===== config.mk =====
export PLATFORM = sky130hd
export DESIGN_NAME = ddr3_lane_rx_align_flat
export DESIGN_NICKNAME = d
export VERILOG_FILES = /design/src/rtl/ddr3_lane_rx_align_pkg.sv /design/src/rtl/ddr3_lane_rx_align_if.sv /design/src/rtl/ddr3_lane_rx_align_pulse_spacer.sv /design/src/rtl/ddr3_lane_rx_align.sv /design/src/flat_wrapper.sv
export SDC_FILE = /design/constraint.sdc
export NUM_CORES = 1
export LEC_CHECK = 0
export ABC_AREA = 1
export CORE_ASPECT_RATIO = 1.75
export CORE_MARGIN = 2
export CORE_UTILIZATION = 35
export DETAILED_ROUTE_END_ITERATION = 10
export GPL_TIMING_DRIVEN = 1
export RECOVER_POWER = 50
export SLEW_MARGIN = 25
export SYNTH_ARGS = -nofsm -noshare
export SYNTH_HDL_FRONTEND = slang
export SYNTH_HIERARCHICAL = 1
export SYNTH_SLANG_ARGS = --single-unit

===== constraint.sdc =====
create_clock -name FAB_CLK -period 2.4 [get_ports FAB_CLK]
set_input_delay 0.72 -clock FAB_CLK [delete_from_list [all_inputs] [get_ports FAB_CLK]]
set_output_delay 0.72 -clock FAB_CLK [all_outputs]
set_load 0.02 [all_outputs]

===== src/rtl/ddr3_lane_rx_align_pkg.sv =====
// Shared DDR3 PHY definitions: lane width, training defaults and FSM state encodings.
package ddr3_phy_pkg;

    localparam int unsigned DDR3_LANE_W           = 8;
    localparam logic [7:0]  RX_ALIGN_PATTERN_DEF  = 8'h0F;
    localparam int unsigned RX_ALIGN_MAX_TAPS_DEF = 127;

    typedef enum logic [3:0] {
        ST_IDLE,
        ST_LOAD,
        ST_SETTLE,
        ST_CHECK,
        ST_NEXT,
        ST_SLIP,
        ST_MOVE,
        ST_DONE,
        ST_FAIL
    } rx_align_state_t;

    typedef enum logic [1:0] {
        SP_IDLE,
        SP_PULSE,
        SP_GAP
    } spacer_state_t;

endpackage


===== src/rtl/ddr3_lane_rx_align_if.sv =====
// IOD-facing and sequencer-facing signals of one read-training lane bit.
interface ddr3_lane_rx_align_if;
    import ddr3_phy_pkg::*;

    logic                   START;
    logic [DDR3_LANE_W-1:0] RX_DATA;
    logic                   DELAY_LINE_OUT_OF_RANGE;
    logic                   RX_BIT_SLIP;
    logic                   DELAY_LINE_LOAD;
    logic                   DELAY_LINE_MOVE;
    logic                   DELAY_LINE_DIRECTION;
    logic                   BUSY;
    logic                   DONE;
    logic                   FAIL;
    logic [2:0]             SLIP_COUNT;
    logic [7:0]             TAP_COUNT;
    logic [DDR3_LANE_W-1:0] RX_DATA_OUT;
    logic                   RX_VALID;

    modport master (
        output START, RX_DATA, DELAY_LINE_OUT_OF_RANGE,
        input  RX_BIT_SLIP, DELAY_LINE_LOAD, DELAY_LINE_MOVE, DELAY_LINE_DIRECTION,
        input  BUSY, DONE, FAIL, SLIP_COUNT, TAP_COUNT, RX_DATA_OUT, RX_VALID
    );

    modport slave (
        input  START, RX_DATA, DELAY_LINE_OUT_OF_RANGE,
        output RX_BIT_SLIP, DELAY_LINE_LOAD, DELAY_LINE_MOVE, DELAY_LINE_DIRECTION,
        output BUSY, DONE, FAIL, SLIP_COUNT, TAP_COUNT, RX_DATA_OUT, RX_VALID
    );

endinterface


===== src/rtl/ddr3_lane_rx_align_pulse_spacer.sv =====
// Issues N one-cycle pulses separated by one idle cycle; done_c flags the final gap cycle.
module ddr3_pulse_spacer
    import ddr3_phy_pkg::*;
#(
    parameter int unsigned N = 8
) (
    input  logic clk,
    input  logic rst_n,
    input  logic start,
    input  logic abort,
    output logic pulse,
    output logic done_c
);

    localparam int unsigned CW = $clog2(N + 1);

    spacer_state_t state_q, state_d;
    logic [CW-1:0] cnt_q, cnt_d;
    logic          pulse_q, pulse_d;

    always_ff @(posedge clk or negedge rst_n) begin
        if (!rst_n) begin
            state_q <= SP_IDLE;
            cnt_q   <= '0;
            pulse_q <= 1'b0;
        end else begin
            state_q <= state_d;
            cnt_q   <= cnt_d;
            pulse_q <= pulse_d;
        end
    end

    always_comb begin
        state_d = state_q;
        cnt_d   = cnt_q;
        done_c  = 1'b0;
        unique case (state_q)
            SP_IDLE: begin
                if (start) begin
                    state_d = SP_PULSE;
                    cnt_d   = '0;
                end
            end
            SP_PULSE: begin
                state_d = SP_GAP;
                cnt_d   = cnt_q + CW'(1);
            end
            SP_GAP: begin
                if (cnt_q == CW'(N)) begin
                    state_d = SP_IDLE;
                    done_c  = 1'b1;
                end else begin
                    state_d = SP_PULSE;
                end
            end
            default: state_d = SP_IDLE;
        endcase
        // An abort kills the burst before the next pulse can be registered.
        if (abort) state_d = SP_IDLE;
        pulse_d = (state_d == SP_PULSE);
    end

    assign pulse = pulse_q;

endmodule


===== src/rtl/ddr3_lane_rx_align.sv =====
// Read-path word alignment for one DDR3 DQ bit: bit-slips, then steps the delay line, until the pattern locks.
module ddr3_lane_rx_align
    import ddr3_phy_pkg::*;
#(
    parameter logic [DDR3_LANE_W-1:0] PATTERN       = RX_ALIGN_PATTERN_DEF,
    parameter int unsigned            SETTLE_CYCLES = 4,
    parameter int unsigned            MATCH_CYCLES  = 16,
    parameter int unsigned            TAPS_PER_STEP = 8,
    parameter int unsigned            MAX_TAPS      = RX_ALIGN_MAX_TAPS_DEF
) (
    input  logic                  FAB_CLK,
    input  logic                  ARST_N,
    ddr3_lane_rx_align_if.slave   bus
);

    rx_align_state_t        state_q, state_d;
    logic [7:0]             settle_q, settle_d;
    logic [7:0]             match_q, match_d;
    logic [2:0]             slip_cnt_q, slip_cnt_d;
    logic [7:0]             tap_q, tap_d;
    logic                   slip_q, slip_d;
    logic                   load_q, load_d;
    logic                   busy_q, busy_d;
    logic                   done_q, done_d;
    logic                   fail_q, fail_d;
    logic [DDR3_LANE_W-1:0] rx_out_q, rx_out_d;
    logic                   sp_start_c, sp_abort_c, move_pulse, move_done_c;

    ddr3_pulse_spacer #(.N(TAPS_PER_STEP)) u_spacer (
        .clk    (FAB_CLK),
        .rst_n  (ARST_N),
        .start  (sp_start_c),
        .abort  (sp_abort_c),
        .pulse  (move_pulse),
        .done_c (move_done_c)
    );

    always_ff @(posedge FAB_CLK or negedge ARST_N) begin
        if (!ARST_N) begin
            state_q    <= ST_IDLE;
            settle_q   <= '0;
            match_q    <= '0;
            slip_cnt_q <= '0;
            tap_q      <= '0;
            slip_q     <= 1'b0;
            load_q     <= 1'b0;
            busy_q     <= 1'b0;
            done_q     <= 1'b0;
            fail_q     <= 1'b0;
            rx_out_q   <= '0;
        end else begin
            state_q    <= state_d;
            settle_q   <= settle_d;
            match_q    <= match_d;
            slip_cnt_q <= slip_cnt_d;
            tap_q      <= tap_d;
            slip_q     <= slip_d;
            load_q     <= load_d;
            busy_q     <= busy_d;
            done_q     <= done_d;
            fail_q     <= fail_d;
            rx_out_q   <= rx_out_d;
        end
    end

    always_comb begin
        state_d    = state_q;
        settle_d   = settle_q;
        match_d    = match_q;
        slip_cnt_d = slip_cnt_q;
        tap_d      = tap_q;
        sp_start_c = 1'b0;
        sp_abort_c = 1'b0;
        if (move_pulse) tap_d = tap_q + 8'd1;

        unique case (state_q)
            ST_IDLE, ST_DONE, ST_FAIL: begin
                if (bus.START) state_d = ST_LOAD;
            end
            ST_LOAD: state_d = ST_SETTLE;
            ST_SETTLE: begin
                if (settle_q == 8'(SETTLE_CYCLES - 1)) begin
                    state_d  = ST_CHECK;
                    settle_d = '0;
                    match_d  = '0;
                end else begin
                    settle_d = settle_q + 8'd1;
                end
            end
            ST_CHECK: begin
                if (bus.RX_DATA == PATTERN) begin
                    match_d = match_q + 8'd1;
                    if (match_q == 8'(MATCH_CYCLES - 1)) state_d = ST_DONE;
                end else begin
                    state_d = ST_NEXT;
                end
            end
            ST_NEXT: begin
                if (slip_cnt_q != 3'd7) begin
                    state_d = ST_SLIP;
                end else if (({1'b0, tap_q} + 9'(TAPS_PER_STEP)) > 9'(MAX_TAPS)) begin
                    state_d = ST_FAIL;
                end else begin
                    state_d    = ST_MOVE;
                    sp_start_c = 1'b1;
                end
            end
            // After a tap step the count is 7, so this 8th slip wraps it back to 0.
            ST_SLIP: begin
                slip_cnt_d = slip_cnt_q + 3'd1;
                state_d    = ST_SETTLE;
            end
            ST_MOVE: begin
                if (bus.DELAY_LINE_OUT_OF_RANGE) begin
                    state_d    = ST_FAIL;
                    sp_abort_c = 1'b1;
                end else if (move_done_c) begin
                    state_d = ST_SLIP;
                end
            end
            default: state_d = ST_IDLE;
        endcase

        // Counters clear on entry to LOAD so they read 0 while the load pulse is out.
        if (state_d == ST_LOAD) begin
            settle_d   = '0;
            match_d    = '0;
            slip_cnt_d = '0;
            tap_d      = '0;
        end

        load_d   = (state_d == ST_LOAD);
        slip_d   = (state_d == ST_SLIP);
        busy_d   = !(state_d inside {ST_IDLE, ST_DONE, ST_FAIL});
        done_d   = (state_d == ST_DONE);
        fail_d   = (state_d == ST_FAIL);
        rx_out_d = (state_d == ST_DONE) ? bus.RX_DATA : '0;
    end

    assign bus.RX_BIT_SLIP          = slip_q;
    assign bus.DELAY_LINE_LOAD      = load_q;
    assign bus.DELAY_LINE_MOVE      = move_pulse;
    assign bus.DELAY_LINE_DIRECTION = move_pulse;
    assign bus.BUSY                 = busy_q;
    assign bus.DONE                 = done_q;
    assign bus.FAIL                 = fail_q;
    assign bus.SLIP_COUNT           = slip_cnt_q;
    assign bus.TAP_COUNT            = tap_q;
    assign bus.RX_DATA_OUT          = rx_out_q;
    assign bus.RX_VALID             = done_q;

endmodule


===== src/flat_wrapper.sv =====
// flat-port wrapper written by rule: the top's interface ports become plain ports
module ddr3_lane_rx_align_flat import ddr3_phy_pkg::*;
#(
    parameter logic [DDR3_LANE_W-1:0] PATTERN       = RX_ALIGN_PATTERN_DEF,
    parameter int unsigned            SETTLE_CYCLES = 4,
    parameter int unsigned            MATCH_CYCLES  = 16,
    parameter int unsigned            TAPS_PER_STEP = 8,
    parameter int unsigned            MAX_TAPS      = RX_ALIGN_MAX_TAPS_DEF
)
  (FAB_CLK, ARST_N, bus_START, bus_RX_DATA, bus_DELAY_LINE_OUT_OF_RANGE, bus_RX_BIT_SLIP, bus_DELAY_LINE_LOAD, bus_DELAY_LINE_MOVE, bus_DELAY_LINE_DIRECTION, bus_BUSY, bus_DONE, bus_FAIL, bus_SLIP_COUNT, bus_TAP_COUNT, bus_RX_DATA_OUT, bus_RX_VALID);
  ddr3_lane_rx_align_if bus_i ();
  input  logic FAB_CLK;
  input  logic ARST_N;
  input wire logic [$bits(bus_i.START)-1:0] bus_START;
  input wire logic [$bits(bus_i.RX_DATA)-1:0] bus_RX_DATA;
  input wire logic [$bits(bus_i.DELAY_LINE_OUT_OF_RANGE)-1:0] bus_DELAY_LINE_OUT_OF_RANGE;
  output wire logic [$bits(bus_i.RX_BIT_SLIP)-1:0] bus_RX_BIT_SLIP;
  output wire logic [$bits(bus_i.DELAY_LINE_LOAD)-1:0] bus_DELAY_LINE_LOAD;
  output wire logic [$bits(bus_i.DELAY_LINE_MOVE)-1:0] bus_DELAY_LINE_MOVE;
  output wire logic [$bits(bus_i.DELAY_LINE_DIRECTION)-1:0] bus_DELAY_LINE_DIRECTION;
  output wire logic [$bits(bus_i.BUSY)-1:0] bus_BUSY;
  output wire logic [$bits(bus_i.DONE)-1:0] bus_DONE;
  output wire logic [$bits(bus_i.FAIL)-1:0] bus_FAIL;
  output wire logic [$bits(bus_i.SLIP_COUNT)-1:0] bus_SLIP_COUNT;
  output wire logic [$bits(bus_i.TAP_COUNT)-1:0] bus_TAP_COUNT;
  output wire logic [$bits(bus_i.RX_DATA_OUT)-1:0] bus_RX_DATA_OUT;
  output wire logic [$bits(bus_i.RX_VALID)-1:0] bus_RX_VALID;
  assign bus_i.START = bus_START;
  assign bus_i.RX_DATA = bus_RX_DATA;
  assign bus_i.DELAY_LINE_OUT_OF_RANGE = bus_DELAY_LINE_OUT_OF_RANGE;
  assign bus_RX_BIT_SLIP = bus_i.RX_BIT_SLIP;
  assign bus_DELAY_LINE_LOAD = bus_i.DELAY_LINE_LOAD;
  assign bus_DELAY_LINE_MOVE = bus_i.DELAY_LINE_MOVE;
  assign bus_DELAY_LINE_DIRECTION = bus_i.DELAY_LINE_DIRECTION;
  assign bus_BUSY = bus_i.BUSY;
  assign bus_DONE = bus_i.DONE;
  assign bus_FAIL = bus_i.FAIL;
  assign bus_SLIP_COUNT = bus_i.SLIP_COUNT;
  assign bus_TAP_COUNT = bus_i.TAP_COUNT;
  assign bus_RX_DATA_OUT = bus_i.RX_DATA_OUT;
  assign bus_RX_VALID = bus_i.RX_VALID;
  ddr3_lane_rx_align #(.PATTERN(PATTERN), .SETTLE_CYCLES(SETTLE_CYCLES), .MATCH_CYCLES(MATCH_CYCLES), .TAPS_PER_STEP(TAPS_PER_STEP), .MAX_TAPS(MAX_TAPS)) u_core (.FAB_CLK(FAB_CLK), .ARST_N(ARST_N), .bus(bus_i));
endmodule

==> results of run 1 <==
-- tightest hold or removal path, stage by stage, from the launching register on --
cell and delay (ps):
sky130_fd_sc_hd__dfrtp_1 370, sky130_fd_sc_hd__nand2_1 60, sky130_fd_sc_hd__nand2_1 50
-- how the worst max path moves through the flow --
stage                        startpoint                       to
2_1_floorplan   u_core/bus.TAP_COUNT[3]        u_core/match_q[7]
3_3_place_gp             bus_RX_DATA[1]  u_core/bus.TAP_COUNT[2]
3_5_place_dp             bus_RX_DATA[0]       u_core/settle_q[6]
4_1_cts         u_core/bus.TAP_COUNT[4]         bus_TAP_COUNT[4]
5_1_grt        u_core/u_spacer/cnt_q[0]        u_core/match_q[7]
6_report                 bus_RX_DATA[1]       u_core/settle_q[6]
-- per-layer routing --
layer | wire, um | track usage
met5 | 0 | 0
met4 | 172 | 0.0731
met3 | 138 | 0.0300
met2 | 3270 | 0.272
met1 | 2280 | 0.164
-- cell families after synthesis --
group                      share of synthesized area
adders and majority gates                     0.0413
and+or+nand+nor                                0.314
xor gates and xnor gates                      0.0417
DFF                                            0.468
buffers and inverters                         0.0812
AOI/OAI and AO/OA                             0.0541
-- cells in the mapped netlist --
| cell | number |
|---|---|
| sky130_fd_sc_hd__dfrtp_1 | 51 |
| sky130_fd_sc_hd__nand3_4 | 1 |
| sky130_fd_sc_hd__nand3b_1 | 1 |
| sky130_fd_sc_hd__xor2_1 | 11 |
| sky130_fd_sc_hd__inv_2 | 8 |
| sky130_fd_sc_hd__nand3_2 | 2 |
| sky130_fd_sc_hd__o21ai_0 | 5 |
| sky130_fd_sc_hd__buf_4 | 2 |
| sky130_fd_sc_hd__nor3_1 | 9 |
| sky130_fd_sc_hd__nor2_4 | 1 |
| sky130_fd_sc_hd__nor2_1 | 35 |
| sky130_fd_sc_hd__or2_1 | 1 |
| sky130_fd_sc_hd__nand4_1 | 4 |
| sky130_fd_sc_hd__nand2_4 | 3 |
| sky130_fd_sc_hd__o21bai_1 | 1 |
| sky130_fd_sc_hd__nor3b_2 | 1 |
| sky130_fd_sc_hd__o21ai_2 | 1 |
| sky130_fd_sc_hd__nor2_2 | 4 |
| sky130_fd_sc_hd__a31o_2 | 1 |
| sky130_fd_sc_hd__nor3_4 | 1 |
| sky130_fd_sc_hd__nand3_1 | 29 |
| sky130_fd_sc_hd__clkinv_1 | 2 |
| sky130_fd_sc_hd__or2_2 | 3 |
| sky130_fd_sc_hd__inv_1 | 45 |
| sky130_fd_sc_hd__o21ai_1 | 5 |
| sky130_fd_sc_hd__a21oi_1 | 7 |
| sky130_fd_sc_hd__ha_1 | 9 |
| sky130_fd_sc_hd__nand2_2 | 11 |
| sky130_fd_sc_hd__o22ai_1 | 6 |
| sky130_fd_sc_hd__nor2_8 | 1 |
| sky130_fd_sc_hd__nand2_1 | 67 |
| sky130_fd_sc_hd__xnor2_1 | 2 |
-- cell type report --
type	instances	area, sq um	share of cell area
Inverter	55	206	0.0607
Sequential cell	51	1280	0.375
Multi-Input combinational cell	222	1230	0.361
Timing Repair Buffer	43	422	0.124
Clock buffer	7	153	0.0449
Tap cell	88	110	0.0324
Clock inverter	1	7.51	0.00221
-- sequential cells by signal (all words and copies together), names as in the netlist --
register	cells
u_core/settle_q	8
u_core/state_q	4
u_core/bus.RX_BIT_SLIP	1
u_core/u_spacer/cnt_q	4
u_core/u_spacer/state_q	2
u_core/match_q	8
u_core/u_spacer/pulse	1
u_core/bus.DELAY_LINE_LOAD	1
u_core/bus.SLIP_COUNT	3
u_core/bus.DONE	1
u_core/bus.BUSY	1
u_core/bus.FAIL	1
u_core/bus.RX_DATA_OUT	8
u_core/bus.TAP_COUNT	8
-- stage by stage --
stage | hold slack (ps) | cells | setup TNS, ps
final | 508 | 467 | 0
after global routing | 550 | 467 | 0
after CTS | 403 | 467 | 0
after detailed placement | 494 | 459 | -224
after global placement | 483 | 459 | -4.59
after floorplan | 424 | 330 | 0
-- power breakdown --
group	switching (mW)	internal [mW]	total, mW
Combinational	0.910	0.548	1.46
Clock	0.311	0.443	0.755
Sequential	0.155	1.06	1.21
Total	1.38	2.05	3.42
==> impl_metrics.json, run 1 <==
{
  "slew_viol_final": 0,
  "post-dp-hpwl_um": 4520,
  "setup_ws_ps": 225,
  "io_pins": 39,
  "via_count_of_the_first_global_routing_pass": 2229,
  "crit_arrival_ps": 2380,
  "buffer_ports.inserted": 38,
  "synth_largest_type_area_fraction": 0.468,
  "worstPathCellList": "dlygate4sd3_1 -> nand2_1 -> nor2_1 -> nand2_1 -> nor2_8 -> nor2_2 -> nand2_2 -> nor2_4 -> nand2_4 -> nand2_2 -> o22ai_1",
  "ant_nets": 0,
  "reg2reg_slack_ps": 310,
  "wirelength_um": 5860,
  "crit_path_start_kind": "primary input",
  "path_max_fanout": 8,
  "peakVddDrop_mv": 0.376,
  "finClkSkew_ps": 3.07,
  "tritoncts_num_sinks": 51,
  "drt_pass1_iterations": 7,
  "layout_filler_cell_count": 798,
  "initial_antenna_violation_count": 0,
  "synth_seq_cells": 51,
  "timing.fmax_mhz": 460,
  "synth_warnings": 6,
  "first_iter_violations": 89,
  "drc_errors": 0,
  "post_drt_wl_per_cell_um": 12.6,
  "hold_path.class": "register to register",
  "cp.required_ps": 2610,
  "design_power_total_mw": 3.42,
  "period_minus_slack_ps": 2170,
  "worst-r2r-cell-count": 15,
  "dieHeight_um": 121,
  "die_x_um": 70.7,
  "synthesis.area_sq_um": 2730,
  "core-area_sq_um": 7570,
  "nNetsFinal": 399,
  "hold_path_end": "u_core/match_q[1]",
  "vias_per_inst": 4.76,
  "ys_top_cells_by_area": "sky130_fd_sc_hd__dfrtp_1, sky130_fd_sc_hd__nand2_1, sky130_fd_sc_hd__inv_1, sky130_fd_sc_hd__nand3_1, sky130_fd_sc_hd__nor2_1",
  "cts.reportedPaths.clkPinSlew_ps": 70,
  "tightest_slew_ps": 1140,
  "crit_path_top_delay_cell": "sky130_fd_sc_hd__dlygate4sd3_1",
  "post-synth-top-area-cell": "sky130_fd_sc_hd__dfrtp_1",
  "gp_congestion": 0.772,
  "synth_cells": 330,
  "worst-path-stages": 11,
  "pwr_density_cell_nw_per_um2": 1010,
  "timing.max_slew.rel_slack": 0.243,
  "flow.area_growth_from_synthesis_pct": 24.7,
  "ctsHtreeMaxLevel": 2,
  "ys_seq_area_frac": 0.468,
  "timing_hold_violations_final": 0,
  "critical_path_max_stage_delay_ps": 540,
  "antenna_cells": 0,
  "p_leak_nw": 1.71,
  "dpl_cell_area_sq_um": 3260,
  "postCtsResizedCells": 0,
  "layout.cells.most_common": "sky130_fd_sc_hd__nand2_1",
  "synth.avg_cell_area_sq_um": 8.27,
  "worst_hold_path.num_cells": 2,
  "grt_start_max_net_pins": 32,
  "numCtsBuffers": 5,
  "timing.final.crit_share": 0.906,
  "hold_path_startpoint": "u_core/match_q[1]",
  "drive_gt1_frac": 0.132,
  "setup_viol": 0,
  "critical_path.n_buffers_inverters": 1,
  "worst_r2r_startpoint": "u_core/u_spacer/cnt_q[0]",
  "worstSetupPathType": "primary input to register",
  "unrepaired_setup_endpoints_after_global_routing": "false",
  "grt.overflow.total": 0,
  "syn-num-nets": 351,
  "postCtsSetupBuffers": 0,
  "grt_first_pass_wirelength_um": 10100,
  "drv.max_cap_violation_count": 0,
  "most-common-layout-cells": "sky130_fd_sc_hd__nand2_1, sky130_fd_sc_hd__dfrtp_1, sky130_fd_sc_hd__inv_1",
  "postCtsHoldBufs": 0,
  "dr_total_vias": 2222,
  "clkLatencyLatePin_ps": 290,
  "postLayoutCellArea_sq_um": 3400,
  "synth_cell_type_count": 32,
  "grt_use_total": 0.151,
  "floorplan.initialDensity": 0.360,
  "longest_clk_path_bufs": 2,
  "utilization": 0.450,
  "critPathCaptureType": "register",
  "run_status": "complete, no violations",
  "clock_tree_from_tritoncts": "done",
  "clk_root_buffer_cell": "sky130_fd_sc_hd__clkbuf_16",
  "reg2reg_capture_point": "u_core/match_q[7]",
  "worst_path_dominant_cell_family": "simple AND/OR/NAND/NOR gates",
  "floorplan_die_area_sq_um": 8540,
  "placementRows": 42,
  "place_worst_setup_slack_ps": -40.1
}
Power figures use the tool's default switching activity.
==> inputs of run 2 (changes only) <==
- CORE_MARGIN: 2 -> not set
==> impl_metrics.json, run 2 (same netlist as run 1, synthesis figures left out) <==
{
  "die_x_um": 68.7,
  "antenna_cells": 0,
  "crit_arrival_ps": 2430,
  "core-area_sq_um": 7570,
  "pwr_density_cell_nw_per_um2": 996,
  "most-common-layout-cells": "sky130_fd_sc_hd__nand2_1, sky130_fd_sc_hd__dfrtp_1, sky130_fd_sc_hd__inv_1",
  "timing.final.crit_share": 0.917,
  "initial_antenna_violation_count": 0,
  "post_drt_wl_per_cell_um": 12.4,
  "cp.required_ps": 2630,
  "ant_nets": 0,
  "longest_clk_path_bufs": 2,
  "first_iter_violations": 99,
  "tritoncts_num_sinks": 51,
  "layout_filler_cell_count": 767,
  "timing_hold_violations_final": 0,
  "ctsHtreeMaxLevel": 2,
  "grt_use_total": 0.164,
  "floorplan_die_area_sq_um": 8160,
  "critPathCaptureType": "register",
  "dieHeight_um": 119,
  "setup_viol": 0,
  "crit_path_top_delay_cell": "sky130_fd_sc_hd__dlygate4sd3_1",
  "run_status": "complete, no violations",
  "postCtsResizedCells": 0,
  "critical_path.n_buffers_inverters": 1,
  "drt_pass1_iterations": 4,
  "floorplan.initialDensity": 0.360,
  "placementRows": 42,
  "grt_first_pass_wirelength_um": 9980,
  "holdWs_ps": 514,
  "critical_path_max_stage_delay_ps": 540,
  "peakVddDrop_mv": 0.322,
  "buffer_ports.inserted": 38,
  "grt.overflow.total": 0,
  "numCtsBuffers": 5,
  "drive_gt1_frac": 0.132,
  "unrepaired_setup_endpoints_after_global_routing": "false",
  "clkLatencyLatePin_ps": 290,
  "clk_root_buffer_cell": "sky130_fd_sc_hd__clkbuf_16",
  "gp_congestion": 0.859,
  "post-dp-hpwl_um": 4480,
  "postCtsSetupBuffers": 0,
  "vias_per_inst": 4.71,
  "finClkSkew_ps": 2.43,
  "wirelength_um": 5780,
  "worstPathCellList": "dlygate4sd3_1 -> nand2_1 -> nor2_1 -> nand2_1 -> nor2_8 -> nor2_2 -> nand2_2 -> nor2_4 -> nand2_4 -> nand3_4 -> nand2_4 -> nand2_1 -> nand2_1",
  "cell_repeated_most_along_the_worst_path": "sky130_fd_sc_hd__nand2_1",
  "grt_start_max_net_pins": 21,
  "p_leak_nw": 1.72,
  "period_minus_slack_ps": 2200,
  "nNetsFinal": 400,
  "via_count_of_the_first_global_routing_pass": 2235,
  "layout.cells.most_common": "sky130_fd_sc_hd__nand2_1",
  "timing.fmax_mhz": 455,
  "postCtsHoldBufs": 0,
  "worstSetupPathType": "primary input to register",
  "crit_path_start_kind": "primary input",
  "worst_path_dominant_cell_family": "simple AND/OR/NAND/NOR gates",
  "tightest_slew_ps": 1060,
  "drv.max_cap_violation_count": 0,
  "cts.reportedPaths.clkPinSlew_ps": 60,
  "utilization": 0.448,
  "slew_viol_final": 0,
  "io_pins": 39,
  "timing.max_slew.rel_slack": 0.295,
  "clock_tree_from_tritoncts": "done",
  "path_max_fanout": 8,
  "flow.area_growth_from_synthesis_pct": 24.3,
  "dr_total_vias": 2198,
  "hold_path.class": "register to register",
  "drc_errors": 0
}
run 2: changes by cell type in the layout (fill, tap and decap cells not counted):
| cell | before | now |
|---|---|---|
| sky130_fd_sc_hd__clkbuf_2 | 1 | 2 |
| sky130_fd_sc_hd__clkbuf_8 | 2 | 1 |
| sky130_fd_sc_hd__clkinv_2 | 0 | 1 |
| sky130_fd_sc_hd__clkinvlp_4 | 1 | 0 |
run 2: path summary, 6_finish.rpt:
kind / from / to / slack (ps) / depth (start not counted)
max: bus_RX_DATA[1] / u_core/match_q[0] / 200 / 13
min reg2reg: u_core/match_q[1] / u_core/match_q[1] / 510 / 2
max reg2reg: u_core/u_spacer/cnt_q[0] / u_core/match_q[0] / 270 / 15
min: u_core/match_q[1] / u_core/match_q[1] / 510 / 2
min in group asynchronous: ARST_N / u_core/settle_q[3] / 600 / 1
max in group asynchronous: ARST_N / u_core/u_spacer/cnt_q[2] / 810 / 2
run 2: power breakdown:
group / internal (mW) / switching, mW / total [mW]
logic: 0.549 / 0.901 / 1.45
registers: 1.06 / 0.158 / 1.21
clock network: 0.407 / 0.305 / 0.712
total: 2.01 / 1.36 / 3.38
run 2: layer usage:
metal / vias up / global-route usage / routed length, um
li1: 1134 / - / -
met2: 22 / 0.279 / 3140
met5: - / 0 / 0
met4: 0 / 0.0855 / 143
met3: 11 / 0.0241 / 108
met1: 1031 / 0.188 / 2390
run 2: area by class of cell:
cell class                      instances  area [sq um]  share of cell area
Clock buffer                            6           139              0.0410
Clock inverter                          1          5.00             0.00148
Inverter                               55           206              0.0609
Multi-Input combinational cell        222          1230               0.362
Sequential cell                        51          1280               0.376
Tap cell                               88           110              0.0325
Timing Repair Buffer                   44           427               0.126
run 2: through the flow:
stage | instance area, sq um | power (mW) | worst slack, ps | setup TNS (ps) | cells
finish | 3390 | 3.38 | 200 | 0 | 467
global route | 3390 | 3.64 | 15.5 | 0 | 467
CTS | 3400 | 3.44 | 232 | 0 | 467
detailed placement | 3260 | 2.71 | -56.5 | -776 | 460
global placement | 3260 | 2.68 | 13.5 | 0 | 460
floorplan | 2730 | 2.21 | 501 | 0 | 330
run 2: worst register-to-register path: cells and delay by family, from the launching register on:
family | cells | cell delay (ps)
flops | 1 | 420
simple gates | 13 | 1340
fa+ha+maj | 1 | 170
buf+inv | 1 | 110
==> inputs of run 3 (changes only) <==
- CORE_MARGIN: not set -> 2
- CTS_CLUSTER_DIAMETER: not set -> 120
==> results of run 3 <==
No change in the layout: final DEF, timing and power equal those of run 1.
